`src/rtl/id_ex_stage_pkg.sv`:
```
// id_ex_stage_pkg -- shared CPU definitions for the ID/EX pipeline register.
// Holds the default operand/select/control widths, the bit positions inside
// the decoded control bundle, the stage occupancy states and the limit of the
// stall-cycle counter.
package id_ex_stage_pkg;

    localparam int unsigned BREG_DEF  = 32;
    localparam int unsigned BSEL_DEF  = 5;
    localparam int unsigned BCTRL_DEF = 16;

    // Control-bundle bit positions (bundle is bCTRL wide, default 16).
    localparam int unsigned CTRL_REG_WRITE  = 0;
    localparam int unsigned CTRL_MEM_READ   = 1;
    localparam int unsigned CTRL_MEM_WRITE  = 2;
    localparam int unsigned CTRL_MEM_TO_REG = 3;
    localparam int unsigned CTRL_ALU_SRC    = 4;
    localparam int unsigned CTRL_BRANCH     = 5;
    localparam int unsigned CTRL_JUMP       = 6;
    localparam int unsigned CTRL_ALU_OP_LSB = 8;
    localparam int unsigned CTRL_ALU_OP_MSB = 11;

    localparam logic [15:0] STALL_CNT_MAX = 16'hFFFF;

    // The encoding doubles as out_valid.
    typedef enum logic {
        ST_EMPTY = 1'b0,
        ST_FULL  = 1'b1
    } stage_state_e;

endpackage

```
`src/rtl/id_ex_stage_if.sv`:
```
// id_ex_stage_if -- bundle between decode, the ID/EX register and execute.
//   in_*      : instruction fields from decode (in_valid qualifies them)
//   stall     : hold stage content;  flush : kill stage content
//   wb_*      : writeback port, same values driven to the register bank
//   out_*     : registered instruction fields towards execute
//   stall_cycles : saturating count of held valid cycles
// Modports: master = decode/control side, slave = the pipeline register.
interface id_ex_stage_if
    import id_ex_stage_pkg::*;
#(
    parameter int unsigned bREG  = BREG_DEF,
    parameter int unsigned bSEL  = BSEL_DEF,
    parameter int unsigned bCTRL = BCTRL_DEF
) ();

    logic             in_valid;
    logic [bREG-1:0]  in_A, in_B;
    logic [bSEL-1:0]  in_rs, in_rt, in_rd;
    logic [31:0]      in_imm, in_pc;
    logic [bCTRL-1:0] in_ctrl;
    logic             stall, flush;
    logic             wb_en;
    logic [bSEL-1:0]  wb_sel;
    logic [bREG-1:0]  wb_data;

    logic             out_valid;
    logic [bREG-1:0]  out_A, out_B;
    logic [bSEL-1:0]  out_rs, out_rt, out_rd;
    logic [31:0]      out_imm, out_pc;
    logic [bCTRL-1:0] out_ctrl;
    logic [15:0]      stall_cycles;

    modport master (
        output in_valid, in_A, in_B, in_rs, in_rt, in_rd, in_imm, in_pc, in_ctrl,
        output stall, flush, wb_en, wb_sel, wb_data,
        input  out_valid, out_A, out_B, out_rs, out_rt, out_rd, out_imm, out_pc,
        input  out_ctrl, stall_cycles
    );

    modport slave (
        input  in_valid, in_A, in_B, in_rs, in_rt, in_rd, in_imm, in_pc, in_ctrl,
        input  stall, flush, wb_en, wb_sel, wb_data,
        output out_valid, out_A, out_B, out_rs, out_rt, out_rd, out_imm, out_pc,
        output out_ctrl, stall_cycles
    );

endinterface

```
`src/rtl/id_ex_stage_operand_refresh.sv`:
```
// operand_refresh -- writeback forwarding into a held operand.
//   hold_i    : stage is FULL and stalled (not flushed) this edge
//   wb_en_i, wb_sel_i, wb_data_i : writeback port
//   sel_i     : source select latched with the operand
//   val_i     : currently held operand
//   val_o     : operand value to hold for the next cycle
// Register 0 is hard-wired to zero, so a writeback to select 0 never
// refreshes an operand.
module operand_refresh #(
    parameter int unsigned bREG = 32,
    parameter int unsigned bSEL = 5
) (
    input  logic            hold_i,
    input  logic            wb_en_i,
    input  logic [bSEL-1:0] wb_sel_i,
    input  logic [bREG-1:0] wb_data_i,
    input  logic [bSEL-1:0] sel_i,
    input  logic [bREG-1:0] val_i,
    output logic [bREG-1:0] val_o
);

    logic hit;

    always_comb begin
        hit   = hold_i && wb_en_i && (wb_sel_i != '0) && (wb_sel_i == sel_i);
        val_o = hit ? wb_data_i : val_i;
    end

endmodule

```
`src/rtl/id_ex_stage.sv`:
```
// id_ex_stage -- ID/EX pipeline register with stall, flush and writeback
// refresh of held operands.
//   clock : rising-edge clock
//   reset : asynchronous active-low reset
//   bus   : id_ex_stage_if.slave (decode inputs, stall/flush, writeback,
//           registered outputs, stall_cycles)
// Priority per edge: flush > capture (no stall) > hold (stall).
// A bubble always carries an all-zero control bundle.
module id_ex_stage
    import id_ex_stage_pkg::*;
#(
    parameter int unsigned bREG  = BREG_DEF,
    parameter int unsigned bSEL  = BSEL_DEF,
    parameter int unsigned bCTRL = BCTRL_DEF
) (
    input  logic          clock,
    input  logic          reset,
    id_ex_stage_if.slave  bus
);

    stage_state_e     state_q, state_d;
    logic [bREG-1:0]  a_q, b_q, a_hold, b_hold;
    logic [bSEL-1:0]  rs_q, rt_q, rd_q;
    logic [31:0]      imm_q, pc_q;
    logic [bCTRL-1:0] ctrl_q;
    logic [15:0]      cnt_q, cnt_d;
    logic             hold_full;

    assign hold_full = (state_q == ST_FULL) && bus.stall && !bus.flush;

    always_comb begin
        state_d = state_q;
        cnt_d   = cnt_q;
        if (bus.flush) begin
            state_d = ST_EMPTY;
        end else if (!bus.stall) begin
            state_d = bus.in_valid ? ST_FULL : ST_EMPTY;
        end
        if (hold_full && (cnt_q != STALL_CNT_MAX)) begin
            cnt_d = cnt_q + 16'd1;
        end
    end

    always_ff @(posedge clock or negedge reset) begin
        if (!reset) begin
            state_q <= ST_EMPTY;
            cnt_q   <= '0;
        end else begin
            state_q <= state_d;
            cnt_q   <= cnt_d;
        end
    end

    operand_refresh #(.bREG(bREG), .bSEL(bSEL)) u_refresh_a (
        .hold_i    (hold_full),
        .wb_en_i   (bus.wb_en),
        .wb_sel_i  (bus.wb_sel),
        .wb_data_i (bus.wb_data),
        .sel_i     (rs_q),
        .val_i     (a_q),
        .val_o     (a_hold)
    );

    operand_refresh #(.bREG(bREG), .bSEL(bSEL)) u_refresh_b (
        .hold_i    (hold_full),
        .wb_en_i   (bus.wb_en),
        .wb_sel_i  (bus.wb_sel),
        .wb_data_i (bus.wb_data),
        .sel_i     (rt_q),
        .val_i     (b_q),
        .val_o     (b_hold)
    );

    always_ff @(posedge clock or negedge reset) begin
        if (!reset) begin
            a_q    <= '0;
            b_q    <= '0;
            rs_q   <= '0;
            rt_q   <= '0;
            rd_q   <= '0;
            imm_q  <= '0;
            pc_q   <= '0;
            ctrl_q <= '0;
        end else if (bus.flush) begin
            ctrl_q <= '0;
        end else if (!bus.stall) begin
            a_q    <= bus.in_A;
            b_q    <= bus.in_B;
            rs_q   <= bus.in_rs;
            rt_q   <= bus.in_rt;
            rd_q   <= bus.in_rd;
            imm_q  <= bus.in_imm;
            pc_q   <= bus.in_pc;
            ctrl_q <= bus.in_valid ? bus.in_ctrl : '0;
        end else begin
            // Refresh only acts when FULL (hold_full); otherwise passes through.
            a_q <= a_hold;
            b_q <= b_hold;
        end
    end

    assign bus.out_valid    = (state_q == ST_FULL);
    assign bus.out_A        = a_q;
    assign bus.out_B        = b_q;
    assign bus.out_rs       = rs_q;
    assign bus.out_rt       = rt_q;
    assign bus.out_rd       = rd_q;
    assign bus.out_imm      = imm_q;
    assign bus.out_pc       = pc_q;
    assign bus.out_ctrl     = ctrl_q;
    assign bus.stall_cycles = cnt_q;

endmodule
```
`src/flat_wrapper.sv`:
```
// flat-port wrapper written by rule: the top's interface ports become plain ports
module id_ex_stage_flat import id_ex_stage_pkg::*;
#(
    parameter int unsigned bREG  = BREG_DEF,
    parameter int unsigned bSEL  = BSEL_DEF,
    parameter int unsigned bCTRL = BCTRL_DEF
)
  (clock, reset, bus_in_valid, bus_in_A, bus_in_B, bus_in_rs, bus_in_rt, bus_in_rd, bus_in_imm, bus_in_pc, bus_in_ctrl, bus_stall, bus_flush, bus_wb_en, bus_wb_sel, bus_wb_data, bus_out_valid, bus_out_A, bus_out_B, bus_out_rs, bus_out_rt, bus_out_rd, bus_out_imm, bus_out_pc, bus_out_ctrl, bus_stall_cycles);
  id_ex_stage_if #(.bREG(bREG), .bSEL(bSEL), .bCTRL(bCTRL)) bus_i ();
  input  logic clock;
  input  logic reset;
  input wire logic [$bits(bus_i.in_valid)-1:0] bus_in_valid;
  input wire logic [$bits(bus_i.in_A)-1:0] bus_in_A;
  input wire logic [$bits(bus_i.in_B)-1:0] bus_in_B;
  input wire logic [$bits(bus_i.in_rs)-1:0] bus_in_rs;
  input wire logic [$bits(bus_i.in_rt)-1:0] bus_in_rt;
  input wire logic [$bits(bus_i.in_rd)-1:0] bus_in_rd;
  input wire logic [$bits(bus_i.in_imm)-1:0] bus_in_imm;
  input wire logic [$bits(bus_i.in_pc)-1:0] bus_in_pc;
  input wire logic [$bits(bus_i.in_ctrl)-1:0] bus_in_ctrl;
  input wire logic [$bits(bus_i.stall)-1:0] bus_stall;
  input wire logic [$bits(bus_i.flush)-1:0] bus_flush;
  input wire logic [$bits(bus_i.wb_en)-1:0] bus_wb_en;
  input wire logic [$bits(bus_i.wb_sel)-1:0] bus_wb_sel;
  input wire logic [$bits(bus_i.wb_data)-1:0] bus_wb_data;
  output wire logic [$bits(bus_i.out_valid)-1:0] bus_out_valid;
  output wire logic [$bits(bus_i.out_A)-1:0] bus_out_A;
  output wire logic [$bits(bus_i.out_B)-1:0] bus_out_B;
  output wire logic [$bits(bus_i.out_rs)-1:0] bus_out_rs;
  output wire logic [$bits(bus_i.out_rt)-1:0] bus_out_rt;
  output wire logic [$bits(bus_i.out_rd)-1:0] bus_out_rd;
  output wire logic [$bits(bus_i.out_imm)-1:0] bus_out_imm;
  output wire logic [$bits(bus_i.out_pc)-1:0] bus_out_pc;
  output wire logic [$bits(bus_i.out_ctrl)-1:0] bus_out_ctrl;
  output wire logic [$bits(bus_i.stall_cycles)-1:0] bus_stall_cycles;
  assign bus_i.in_valid = bus_in_valid;
  assign bus_i.in_A = bus_in_A;
  assign bus_i.in_B = bus_in_B;
  assign bus_i.in_rs = bus_in_rs;
  assign bus_i.in_rt = bus_in_rt;
  assign bus_i.in_rd = bus_in_rd;
  assign bus_i.in_imm = bus_in_imm;
  assign bus_i.in_pc = bus_in_pc;
  assign bus_i.in_ctrl = bus_in_ctrl;
  assign bus_i.stall = bus_stall;
  assign bus_i.flush = bus_flush;
  assign bus_i.wb_en = bus_wb_en;
  assign bus_i.wb_sel = bus_wb_sel;
  assign bus_i.wb_data = bus_wb_data;
  assign bus_out_valid = bus_i.out_valid;
  assign bus_out_A = bus_i.out_A;
  assign bus_out_B = bus_i.out_B;
  assign bus_out_rs = bus_i.out_rs;
  assign bus_out_rt = bus_i.out_rt;
  assign bus_out_rd = bus_i.out_rd;
  assign bus_out_imm = bus_i.out_imm;
  assign bus_out_pc = bus_i.out_pc;
  assign bus_out_ctrl = bus_i.out_ctrl;
  assign bus_stall_cycles = bus_i.stall_cycles;
  id_ex_stage #(.bREG(bREG), .bSEL(bSEL), .bCTRL(bCTRL)) u_core (.clock(clock), .reset(reset), .bus(bus_i));
endmodule
```
`config.mk`:
```
export PLATFORM = sky130hd
export DESIGN_NAME = id_ex_stage_flat
export DESIGN_NICKNAME = d
export VERILOG_FILES = /design/src/rtl/id_ex_stage_pkg.sv /design/src/rtl/id_ex_stage_if.sv /design/src/rtl/id_ex_stage_operand_refresh.sv /design/src/rtl/id_ex_stage.sv /design/src/flat_wrapper.sv
export SDC_FILE = /design/constraint.sdc
export NUM_CORES = 1
export LEC_CHECK = 0
export CAP_MARGIN = 10
export CORE_AREA = 2 2 148 150
export DETAILED_ROUTE_END_ITERATION = 6
export DIE_AREA = 0 0 150 152
export PLACE_DENSITY_LB_ADDON = 0.25
export RECOVER_POWER = 25
export SLEW_MARGIN = 25
export SYNTH_ARGS = -nofsm -noshare
export SYNTH_HDL_FRONTEND = slang
export SYNTH_SLANG_ARGS = --single-unit
```
`constraint.sdc`:
```
create_clock -name clock -period 4.9 [get_ports clock]
set_clock_uncertainty 0.15 [all_clocks]
set_input_delay 0.98 -clock clock [delete_from_list [all_inputs] [get_ports clock]]
set_output_delay 0.98 -clock clock [all_outputs]
set_load 0.03 [all_outputs]
```
# Yosys cells after proc, flatten, opt, wreduce, memory -nomap -nowiden
# Cells that the tools add are included.
# word_totals
register_bits	176
latchBits	0
ram_bits	0
mem_bits_ro	0
input_bits	202
out_inout_bits	176
memories	0
# classes
addsub	1
n_mul	0
div_mod_pow	0
n_lt_le_gt_ge	0
n_eq_ne	6
shifts	0
n_mux	10
bitwise_logic	2
n_reduce_logical	12
# ops
op	count
2-to-1 mux 32 bit	4
2-to-1 mux 16 bit	3
adder 16 x 1 -> 16 bit (second input constant)	1
!= test 16 bit (second input constant)	1
== test 5 bit	2
logical AND 1 bit	7
!= test 2 x 1 -> 1 bit (second input constant)	3
AND reduction 2 bit	3
nonzero test 5 bit	1
2-to-1 mux 1 bit	3
inverter 1 bit	2
zero test 1 bit	1

# Longest topological paths before layout
# depth
depth_word	7
depth_mapped	8

# Cells and area by module
# Synthesis repeated with hierarchy kept, for this count alone.
# unflattened
cells_unflattened	650
area_unflattened_um2	8410.6
# modules_own_cells
module	instances	cells_per_inst	area_each_um2
id_ex_stage	1	558	7209.4
operand_refresh	2	46	600.6

# Least setup slack after synthesis
# Ideal clock, no wire load.
# synth_path
path_type	input to register
start	input port bus_wb_sel[1]
end	register u_core.b_q[27] (netlist: u_core.bus.out_B[27])
setup_time_ns	0.130
arrival_ns	2.244
t_required_ns	4.620
path_slack_ns	2.376
stages	6
n_path_buf	2
cell_sequence	or4_4 o211a_1 buf_2 clkbuf_1 o21ai_0 nor3_1
# synth_between
elab_chain_cells	5
# synth_rtl
item	line_no	text
start, declared	flat_wrapper.sv:24	input wire logic [$bits(bus_i.wb_sel)-1:0] bus_wb_sel;
nonzero test 5 bit	id_ex_stage_operand_refresh.sv:25	hit = hold_i && wb_en_i && (wb_sel_i != '0) && (wb_sel_i == sel_i);
logical AND 1 bit	id_ex_stage_operand_refresh.sv:25	
logical AND 1 bit *	id_ex_stage_operand_refresh.sv:25	
!= test 2 x 1 -> 1 bit (no line) *	-	
AND reduction 2 bit (no line) *	-	
end signal, assigned	id_ex_stage.sv:88	b_q <= bus.in_B;
end signal, assigned	id_ex_stage.sv:98	b_q <= b_hold;
end, declared	id_ex_stage.sv:22	logic [bREG-1:0] a_q, b_q, a_hold, b_hold;
# Every way passes the cells marked *; elsewhere a longest branch is shown, timed or not.
# A chain may end at the register's enable or synchronous reset.

# Final worst setup path
# layout_path
start	input port bus_wb_sel[1]
end	register u_core.b_q[29] (netlist: u_core.bus.out_B[29])
# Same word-level chain as after synthesis.

==> run_results.csv <==
group,metric,value,unit
run,drv_cap,1,
global_route,antenna_found_initial,1,
routing,drt_first_pass_iters,5,
die,fp.dieW,150,um
setup_path,path_buf_inv,2,
placement,gp_congestion,0.814,
synth,ys_warn_count,0,
timing,min_period,3.08,ns
synth,yosysSeqAreaShare,46.8,%
placement,hpwlAfterDp,22200,um
setup_path,r2r_cells,5,
routing,antenna_left,0,
global_route,grt_pass1_vias,9311,
setup_path,crit_type,"primary input to register",
synth,synth_top_area_share,46.8,%
placement,place_ws,1.42,ns
die,dieArea,22800,um2
synth,synth_nets,1222,
min_path,min_path_cells,1,
timing,fmax,0.324,GHz
timing,finalWorstSetupSlack,1.82,ns
clock_network,clk_pin_slew_worst_paths,0.07,ns
synth,yosysMostFrequentCell,"dfrtp_1",
setup_path,cp_slowest_cell,"buf_4",
synth,synth_top_flop_cell,"dfrtp_1",
timing,hold_viol,0,
synth,postSynth.asyncResetShare,100,%
setup_path,crit_path_start_kind,"primary input",
final_layout,fillCellCount,1787,
global_route,grt_util_all_layers,28.7,%
timing,setup_tns,0,ns
setup_path,required,5.08,ns
synth,synthCells,1019,
die,die_height,152,um
routing,routed_wl,32700,um
final_layout,diodes,0,
timing,maxSlewHeadroom,-27.7,%
setup_path,crit_fanout,64,
final_layout,area_growth,47.1,%
synth,synth_cell_types,37,
routing,viasPerCell,5.59,
die,rows,54,
clock_network,cts_hold_buf,0,
clock_network,clock_sinks,176,
timing,setup_violations,0,
setup_path,cp_cell_sequence,"clkdlybuf4s50_1 > or4_4 > o211ai_4 > buf_4 > nor4_1 > nor3_1",
synth,synth-edff-count,0,
placement,io_buffers,377,
routing,drt_iter0_drc,592,
outcome,violations,"capacitance limit, slew limit",
final_layout,drive_above_1_share,10.2,%
timing,tightest_slew,1.92,ns
global_route,grt_max_degree,114,
final_layout,fin_cells,1628,
setup_path,arrival,3.26,ns
timing,holdWs,0.352,ns
routing,post_drt_wl_per_cell,20.1,um
clock_network,cts_htree_levels,4,
clock_network,cts_tree,"done",
global_route,grt_pass1_wl,51400,um
die,initial_core_util,44.1,%
clock_network,cts_resized,0,
timing,rsz0062_at_grt,"false",
timing,slew_viol_final,29,
global_route,overflow,0,
min_path,hp-class,"register to register",
die,num_io_pins,378,
setup_path,crit_path_max_incr_delay,0.61,ns
power_and_ir_drop,p_leak,5.62,nW
power_and_ir_drop,power.density,340,nW/um2
synth,yosys-top-cells-count,"dfrtp_1 (176), nor3_1 (133), a21oi_1 (128), mux2_2 (80), nand2_1 (71)",
synth,synthTopCellsByArea,"dfrtp_1 (47%), mux2_2 (9.6%), nor3_1 (7.1%)",
power_and_ir_drop,ir_drop,0.237,mV
power_and_ir_drop,fin_total_pwr,4.71,mW
outcome,outcome,"finished, violations left",
setup_path,cp.depth,6,
synth,ys_ff_latch,176,
clock_network,post_cts_buffers,0,
placement,dpl.cell_count,1596,
synth,netlist_area,9410,um2
routing,vias,9107,
timing,post-route-period-util,62.9,%
clock_network,cts_root_buf,"clkbuf_16",
setup_path,crit_path_end_kind,"register",
final_layout,fin_nets,1539,
synth,synth.avg_cell_area,9.24,um2
die,core_area,21400,um2
final_layout,multi_input_comb_area,4330,um2
final_layout,seqCellArea,4400,um2
clock_network,ctsLongestPathBuffers,2,
synth,synth_top_area_cell,"dfrtp_1",
setup_path,crit_family,"buffers and inverters",
routing,route.detailed.drc,0,
clock_network,cts_made_buffers,17,
clock_network,insertion_delay,0.43,ns
worst reg2reg max path, delay by kind of cell, from the launching register on:
| kind | cells | cell delay, ns |
|---|---|---|
| AND/OR/NAND/NOR | 3 | 0.95 |
| XOR/XNOR | 1 | 0.22 |
| buffers and inverters | 1 | 0.44 |
| flip-flops | 1 | 0.44 |
path summary, 6_finish.rpt:
check / start / end / slack (ns)
worst max-delay path: bus_wb_sel[1] / u_core.bus.out_B[29]$_DFFE_PN0P_ / 1.82
worst min-delay path: u_core.bus.stall_cycles[15]$_DFFE_PN0P_ / u_core.bus.stall_cycles[15]$_DFFE_PN0P_ / 0.35
worst max register to register: u_core.bus.out_rt[3]$_DFFE_PN0P_ / u_core.bus.out_B[11]$_DFFE_PN0P_ / 2.57
worst min register to register: u_core.bus.stall_cycles[15]$_DFFE_PN0P_ / u_core.bus.stall_cycles[15]$_DFFE_PN0P_ / 0.35
max in group asynchronous: reset / u_core.bus.out_pc[27]$_DFFE_PN0P_ / 2.46
min in group asynchronous: reset / u_core.bus.out_B[13]$_DFFE_PN0P_ / 0.92
placed cells by master (no fill, tap or decap), types with 32 or more instances in the layout:
master,Yosys,routed
nor4_1,67,67
dfrtp_1,176,176
nor3_1,133,133
clkdlybuf4s50_1,0,374
a21oi_1,128,128
nor2b_1,33,32
o21ai_0,64,64
nand2_1,71,71
inv_1,67,67
a211o_1,32,32
mux2_2,80,80
layout make-up:
type | count | area share [%]
Clock buffer | 17 | 3.07
Multi-Input combinational cell | 683 | 31.3
Tap cell | 280 | 2.53
Inverter | 67 | 1.82
Clock inverter | 14 | 1.25
Timing Repair Buffer | 391 | 28.2
Sequential cell | 176 | 31.8
state kept, by name, summed over array words and instances (netlist names):
name / cells
u_core.bus.out_ctrl: 16
u_core.bus.out_valid: 1
u_core.bus.out_pc: 32
u_core.bus.stall_cycles: 16
u_core.bus.out_rs: 5
u_core.bus.out_imm: 32
u_core.bus.out_rd: 5
u_core.bus.out_B: 32
u_core.bus.out_rt: 5
u_core.bus.out_A: 32
kinds of logic after synthesis:
group | count (synthesis) | share of synthesized area, %
AOI/OAI and AO/OA | 243 | 15.3
xor gates and xnor gates | 25 | 2.33
adders and majority gates | 1 | 0.133
buffers and inverters | 160 | 7.36
DFF | 176 | 46.8
muxes | 80 | 9.57
and+or+nand+nor | 334 | 18.5
report_power, final:
| group | internal, mW | switching [mW] | total [mW] |
|---|---|---|---|
| Clock | 0.731 | 0.665 | 1.40 |
| Sequential | 1.62 | 0.120 | 1.74 |
| Combinational | 0.658 | 0.912 | 1.57 |
| Total | 3.01 | 1.70 | 4.71 |
stage by stage:
step / util (%) / instance area [um2]
2_1_floorplan: - / 9410
3_3_place_gp: 61.9 / 13200
3_5_place_dp: 61.9 / 13200
4_1_cts: 64.8 / 13800
5_1_grt: 64.8 / 13800
6_report: 64.8 / 13800
routing by layer:
metal  wire (um)  vias to the layer above  global-route usage [%]
li1            -                     4254                       -
met1       12400                     4396                    34.7
met2       16300                      411                    48.1
met3        3300                       46                    9.46
met4         743                        0                    9.57
met5           0                        -                       0
(Power assumes the default switching activity.)
